File: src/rtl/bbox_resampler.sv
// Nearest-neighbour resampler: maps a bounding box of the image RAM onto a 16x16 binary map.
// Each sample takes three cycles (address, RAM latency, capture); rows are readable combinationally.
module bbox_resampler #(
    parameter int unsigned IMG_W  = 100,
    parameter int unsigned IMG_H  = 75,
    parameter logic [7:0]  THRESH = 8'd1
) (
    input  logic        clk_i,
    input  logic        rst_i,
    input  logic        start_i,
    input  logic [31:0] coordinates_i,
    output logic [12:0] ram_addr_o,
    input  logic [7:0]  ram_rddata_i,
    input  logic [3:0]  row_sel_i,
    output logic [15:0] row_data_o,
    output logic        busy_o,
    output logic        done_o,
    output logic        error_o
);
    localparam logic [7:0] ImgW = 8'(IMG_W);
    localparam logic [7:0] ImgH = 8'(IMG_H);

    typedef enum logic [2:0] {StIdle, StCheck, StAddr, StWait, StSample, StDone} state_e;

    state_e            state_q, state_d;
    logic [31:0]       coord_q, coord_d;
    logic [7:0]        cnt_q, cnt_d;  // {j, i}
    logic [12:0]       addr_q, addr_d;
    logic              error_q, error_d;
    logic [15:0][15:0] map_q, map_d;

    logic [7:0]  x_min, x_max, y_min, y_max;
    logic [6:0]  w, h;
    logic [7:0]  nxt_cnt;
    logic [11:0] prod_x, prod_y;
    logic [7:0]  sx, sy;
    logic [12:0] nxt_addr;
    logic        box_bad;

    assign x_min = coord_q[31:24];
    assign x_max = coord_q[23:16];
    assign y_min = coord_q[15:8];
    assign y_max = coord_q[7:0];

    assign w = 7'(x_max - x_min) + 7'd1;
    assign h = 7'(y_max - y_min) + 7'd1;

    // Sample index whose address is loaded on the edge entering ADDR.
    assign nxt_cnt = (state_q == StSample) ? cnt_q + 8'd1 : cnt_q;

    assign prod_x   = 12'({nxt_cnt[3:0], 1'b1}) * 12'(w);
    assign prod_y   = 12'({nxt_cnt[7:4], 1'b1}) * 12'(h);
    assign sx       = x_min + 8'(prod_x >> 5);
    assign sy       = y_min + 8'(prod_y >> 5);
    // sy * 100 as shift-add: 64 + 32 + 4.
    assign nxt_addr = (13'(sy) << 6) + (13'(sy) << 5) + (13'(sy) << 2) + 13'(sx);

    assign box_bad = (x_min > x_max) || (y_min > y_max) || (x_max >= ImgW) || (y_max >= ImgH);

    always_comb begin
        state_d = state_q;
        coord_d = coord_q;
        cnt_d   = cnt_q;
        addr_d  = addr_q;
        error_d = error_q;
        map_d   = map_q;
        unique case (state_q)
            StIdle: begin
                if (start_i) begin
                    coord_d = coordinates_i;
                    error_d = 1'b0;
                    cnt_d   = 8'd0;
                    map_d   = '0;
                    state_d = StCheck;
                end
            end
            StCheck: begin
                if (box_bad) begin
                    error_d = 1'b1;
                    state_d = StDone;
                end else begin
                    addr_d  = nxt_addr;
                    state_d = StAddr;
                end
            end
            StAddr: state_d = StWait;
            StWait: state_d = StSample;
            StSample: begin
                map_d[cnt_q[7:4]][cnt_q[3:0]] = (ram_rddata_i >= THRESH);
                if (cnt_q == 8'd255) begin
                    state_d = StDone;
                end else begin
                    cnt_d   = nxt_cnt;
                    addr_d  = nxt_addr;
                    state_d = StAddr;
                end
            end
            StDone: state_d = StIdle;
            default: state_d = StIdle;
        endcase
    end

    always_ff @(posedge clk_i) begin
        if (rst_i) begin
            state_q <= StIdle;
            coord_q <= '0;
            cnt_q   <= '0;
            addr_q  <= '0;
            error_q <= 1'b0;
            map_q   <= '0;
        end else begin
            state_q <= state_d;
            coord_q <= coord_d;
            cnt_q   <= cnt_d;
            addr_q  <= addr_d;
            error_q <= error_d;
            map_q   <= map_d;
        end
    end

    assign ram_addr_o = addr_q;
    assign row_data_o = map_q[row_sel_i];
    assign busy_o     = (state_q != StIdle);
    assign done_o     = (state_q == StDone);
    assign error_o    = error_q;

endmodule

File: config.mk
export PLATFORM = sky130hd
export DESIGN_NAME = bbox_resampler
export DESIGN_NICKNAME = d
export VERILOG_FILES = /design/src/rtl/bbox_resampler.sv
export SDC_FILE = /design/constraint.sdc
export NUM_CORES = 1
export LEC_CHECK = 0
export BUFFER_PORTS_ARGS = -buffer_cell sky130_fd_sc_hd__buf_2
export CAP_MARGIN = 20
export CORE_MARGIN = 8
export CORE_UTILIZATION = 35
export CTS_CLUSTER_DIAMETER = 80
export CTS_CLUSTER_SIZE = 40
export DETAILED_ROUTE_END_ITERATION = 10
export MAX_ROUTING_LAYER = met4
export PLACE_DENSITY = 0.52
export REMOVE_ABC_BUFFERS = 1
export SYNTH_ARGS = -nofsm -noshare
export SYNTH_HDL_FRONTEND = slang
export SYNTH_SLANG_ARGS = --single-unit
File: constraint.sdc
create_clock -name clk_i -period 11.1 [get_ports clk_i]
set_input_delay 0 -clock clk_i [delete_from_list [all_inputs] [get_ports clk_i]]
set_output_delay 0 -clock clk_i [all_outputs]
set_load 0.01 [all_outputs]
==> impl_metrics.env <==
export IMPL_min_path_cells=5
export IMPL_grt_use_met2_pct=33.5
export IMPL_die_area_um2=62700
export IMPL_hold_path_end="map_q[24]"
export IMPL_async_reset_ff_share_pct=0
export IMPL_synth_avg_cell_area_um2=8.42
export IMPL_drt_iter0_drc=1852
export IMPL_die_width_um=250
export IMPL_cp_arrival_ns=9.37
export IMPL_synth_ff_type="dfxtp_1"
export IMPL_routabilityCongestion=0.825
export IMPL_wl_per_cell_um=22.3
export IMPL_first_global_vias=17187
export IMPL_synth_edf_count=0
export IMPL_critPathBufInv=3
export IMPL_hold_buffers=66
export IMPL_postRouteAntennaNets=0
export IMPL_n_antenna_cell=0
export IMPL_cp_required_ns=11.59
export IMPL_p_per_area_nw_per_um2=170
export IMPL_cts_max_level=1
export IMPL_rsz0062_at_grt="no"
export IMPL_timing_critical_path_mode_cell="ha_1"
export IMPL_use_met1_pct=28.3
export IMPL_yosys_warnings=0
export IMPL_multi_input_area_um2=11800
export IMPL_min_period_ns=8.88
export IMPL_slowest_delay_ns=0.59
export IMPL_cts_tree="yes"
export IMPL_ir_drop_mv=0.143
export IMPL_ioPinCount=79
export IMPL_die_h_um=250
export IMPL_track_usage_pct=21.2
export IMPL_reg2reg_depth=34
export IMPL_status="completed"
export IMPL_path_max_fanout=14
export IMPL_rows=86
export IMPL_cts_buffers=24
export IMPL_worst_setup_path_type="reg2reg"
export IMPL_clkTransAtPathRegs_ns=0.09
export IMPL_syn_cell_area_um2=19200
export IMPL_cp_end_kind="register"
export IMPL_ys_types=60
export IMPL_fin_setup_tns_ns=0
export IMPL_synth_simple_area_share_pct=14.9
export IMPL_synth_seq_cells=313
export IMPL_vias=17725
export IMPL_regToRegSetupSlack_ns=2.22
export IMPL_cts_setup_buffers=0
export IMPL_syn_to_final_growth_pct=12.2
export IMPL_layout_drive_gt1_share_pct=12.3
export IMPL_synthAdderAreaFrac_pct=11.7
export IMPL_drv_cap=0
export IMPL_drc=0
export IMPL_synth_mux_area_fraction_pct=9.48
export IMPL_io_buffer_count=78
export IMPL_setup_viol=0
export IMPL_clock_skew_ns=0.0241
export IMPL_p_leak_nw=8.03
export IMPL_initial_core_util_pct=35.1
export IMPL_synth_compound_area_share_pct=22.6
export IMPL_power_total_mw=3.66
export IMPL_use_met3_pct=2.46
export IMPL_cts_sink_count=313
export IMPL_clockRootBuffer="clkbuf_16"
export IMPL_synth_xor_area_share_pct=2.32
export IMPL_clk_latency_ns=0.59
export IMPL_synth_cells=2285
export IMPL_max_slew_worst_pin_slew_ns=1.16
export IMPL_synth_top_family_by_area="compound AO/OA/AOI/OAI gates"
export IMPL_dpl_hpwl_um=40000
export IMPL_clock_path_buffers=3
export IMPL_finalHoldViolCount=0
export IMPL_globalRouteOverflowTotal=0
export IMPL_ys_seq_area_share_pct=32.6
export IMPL_path_delay_family="adder cells"
export IMPL_min_from="ram_rddata_i[1]"
export IMPL_cts_resized=0
export IMPL_hold_class="in2reg"
export IMPL_routed_via_density=5.92
export IMPL_cp_start_kind="register"
export IMPL_slew_viol_final=0
export IMPL_final_cell_area_um2=21600
export IMPL_reg2reg_to="ram_addr_o[12]"
export IMPL_grt_pass1_wl_um=104000
export IMPL_reg2reg_from="cnt_q[1]"
export IMPL_dr_pass1_iters=6
export IMPL_top_usage_layer="met2"
export IMPL_grt_max_degree=121
export IMPL_slew_headroom_pct=22.4
export IMPL_nNetsFinal=2474
export IMPL_core_um2=54800
export IMPL_antenna_found_initial=0
export IMPL_post_route_period_util_pct=80.0
export IMPL_n_fill_cell=5489
export IMPL_max_clock_freq_mhz=113
export IMPL_routed_wl_um=66900
export IMPL_regArea_um2=6270
export IMPL_slowest_stage="and3_1"
export IMPL_post_dp_cell_area_um2=20000
## registers in the layout, summed over array words and instances, names as in the netlist
register / cells
ram_addr_o: 13
map_q: 256
state_q: 3
error_o: 1
coord_q: 32
cnt_q: 8
## layout make-up
| cell class | count | area share [%] |
|---|---|---|
| Clock buffer | 24 | 2.78 |
| Inverter | 94 | 1.66 |
| Tap cell | 704 | 4.08 |
| Clock inverter | 20 | 1.11 |
| Timing Repair Buffer | 183 | 6.59 |
| Multi-Input combinational cell | 1657 | 54.8 |
| Sequential cell | 313 | 29.0 |
## worst register-to-register path, delay by kind of cell (launching register included)
kind / cells / cell delay [ns]
compound gates: 11 / 2.13
xor+xnor: 5 / 0.80
fa+ha+maj: 9 / 3.58
buf+inv: 3 / 0.17
flops: 1 / 0.40
simple gates: 6 / 1.70
## where the power goes
part	switching, mW	internal (mW)
logic	0.937	0.567
registers	0.0435	1.17
clock network	0.517	0.432
total	1.50	2.17
## per-stage QoR
stage	hold WS [ns]	setup WS (ns)	utilization, %	cells
2_1_floorplan	0.0691	1.61	-	2064
4_1_cts	0.0196	2.23	39.3	2992
6_report	0.0310	2.22	39.4	2995
5_1_grt	0.0561	1.54	39.4	2995
3_3_place_gp	0.239	2.40	36.5	2879
3_5_place_dp	0.247	2.30	36.6	2882
## cells in the mapped netlist, types with 2 or more instances
master	number	share of area, %
or2_2	9	0.29
nand3_1	202	5.3
clkbuf_1	184	3.6
ha_1	112	7.3
fa_1	42	4.4
and2_0	4	0.13
mux2_2	2	0.12
nor3_1	17	0.44
nor4_1	3	0.098
mux4_2	80	9.4
nor3b_1	2	0.078
nand4_1	5	0.16
a31oi_1	5	0.16
a211o_1	2	0.091
xor2_1	17	0.77
and3_1	19	0.62
o211ai_1	161	6.3
nor2b_1	19	0.62
dfxtp_1	313	33
a21o_1	16	0.62
or3_1	2	0.065
nor2_1	84	1.6
and2_1	18	0.59
xnor2_1	32	1.5
o21ai_0	121	3.1
o41ai_1	3	0.14
nor3_2	2	0.10
a21oi_2	3	0.14
a21oi_1	430	11
o21a_1	5	0.20
buf_1	11	0.21
and4_1	2	0.091
inv_1	92	1.8
nand2b_1	13	0.42
o21bai_1	2	0.078
nand3b_1	2	0.078
buf_4	6	0.23
buf_2	20	0.52
a211oi_1	5	0.20
nand2_1	198	3.9
## cell families (layout without fill, tap and decap cells)
kind of cell,Yosys count,count (layout)
AO/OA/AOI/OAI,761,761
XOR/XNOR,50,50
adder cells (fa/ha/maj),154,154
buffers and inverters,315,321
flip-flops,313,313
multiplexers,82,82
AND/OR/NAND/NOR,610,610
## placed cells by master, fill, tap and decap left out, drive strengths merged, types with 24 or more instances in the layout
| cell | count |
|---|---|
| dfxtp | 313 |
| dlygate4sd3 | 66 |
| fa | 42 |
| nand2 | 199 |
| mux4 | 80 |
| buf | 117 |
| inv | 98 |
| o21ai | 121 |
| ha | 112 |
| nand3 | 202 |
| xnor2 | 32 |
| clkbuf | 24 |
| o211ai | 161 |
| nor2 | 85 |
| a21oi | 433 |
## worst max-delay path by stage
stage	start	end	slack [ns]	cells past startpoint
detailed placement	cnt_q[1]	ram_addr_o[12]	2.30	34
global placement	cnt_q[1]	ram_addr_o[12]	2.40	34
global route	cnt_q[1]	ram_addr_o[12]	1.54	34
finish	cnt_q[1]	ram_addr_o[12]	2.22	34
CTS	cnt_q[1]	ram_addr_o[12]	2.23	34
floorplan	state_q[1]	ram_addr_o[12]	1.61	33
## routing by layer
layer	part of all wire (%)	vias to the layer above	wire, um
li1	-	8181	-
met1	43	8713	29100
met2	47	704	31200
met3	6.5	127	4360
met4	3.4	0	2310
met5	0	-	0
Power figures use the tool's default switching activity.
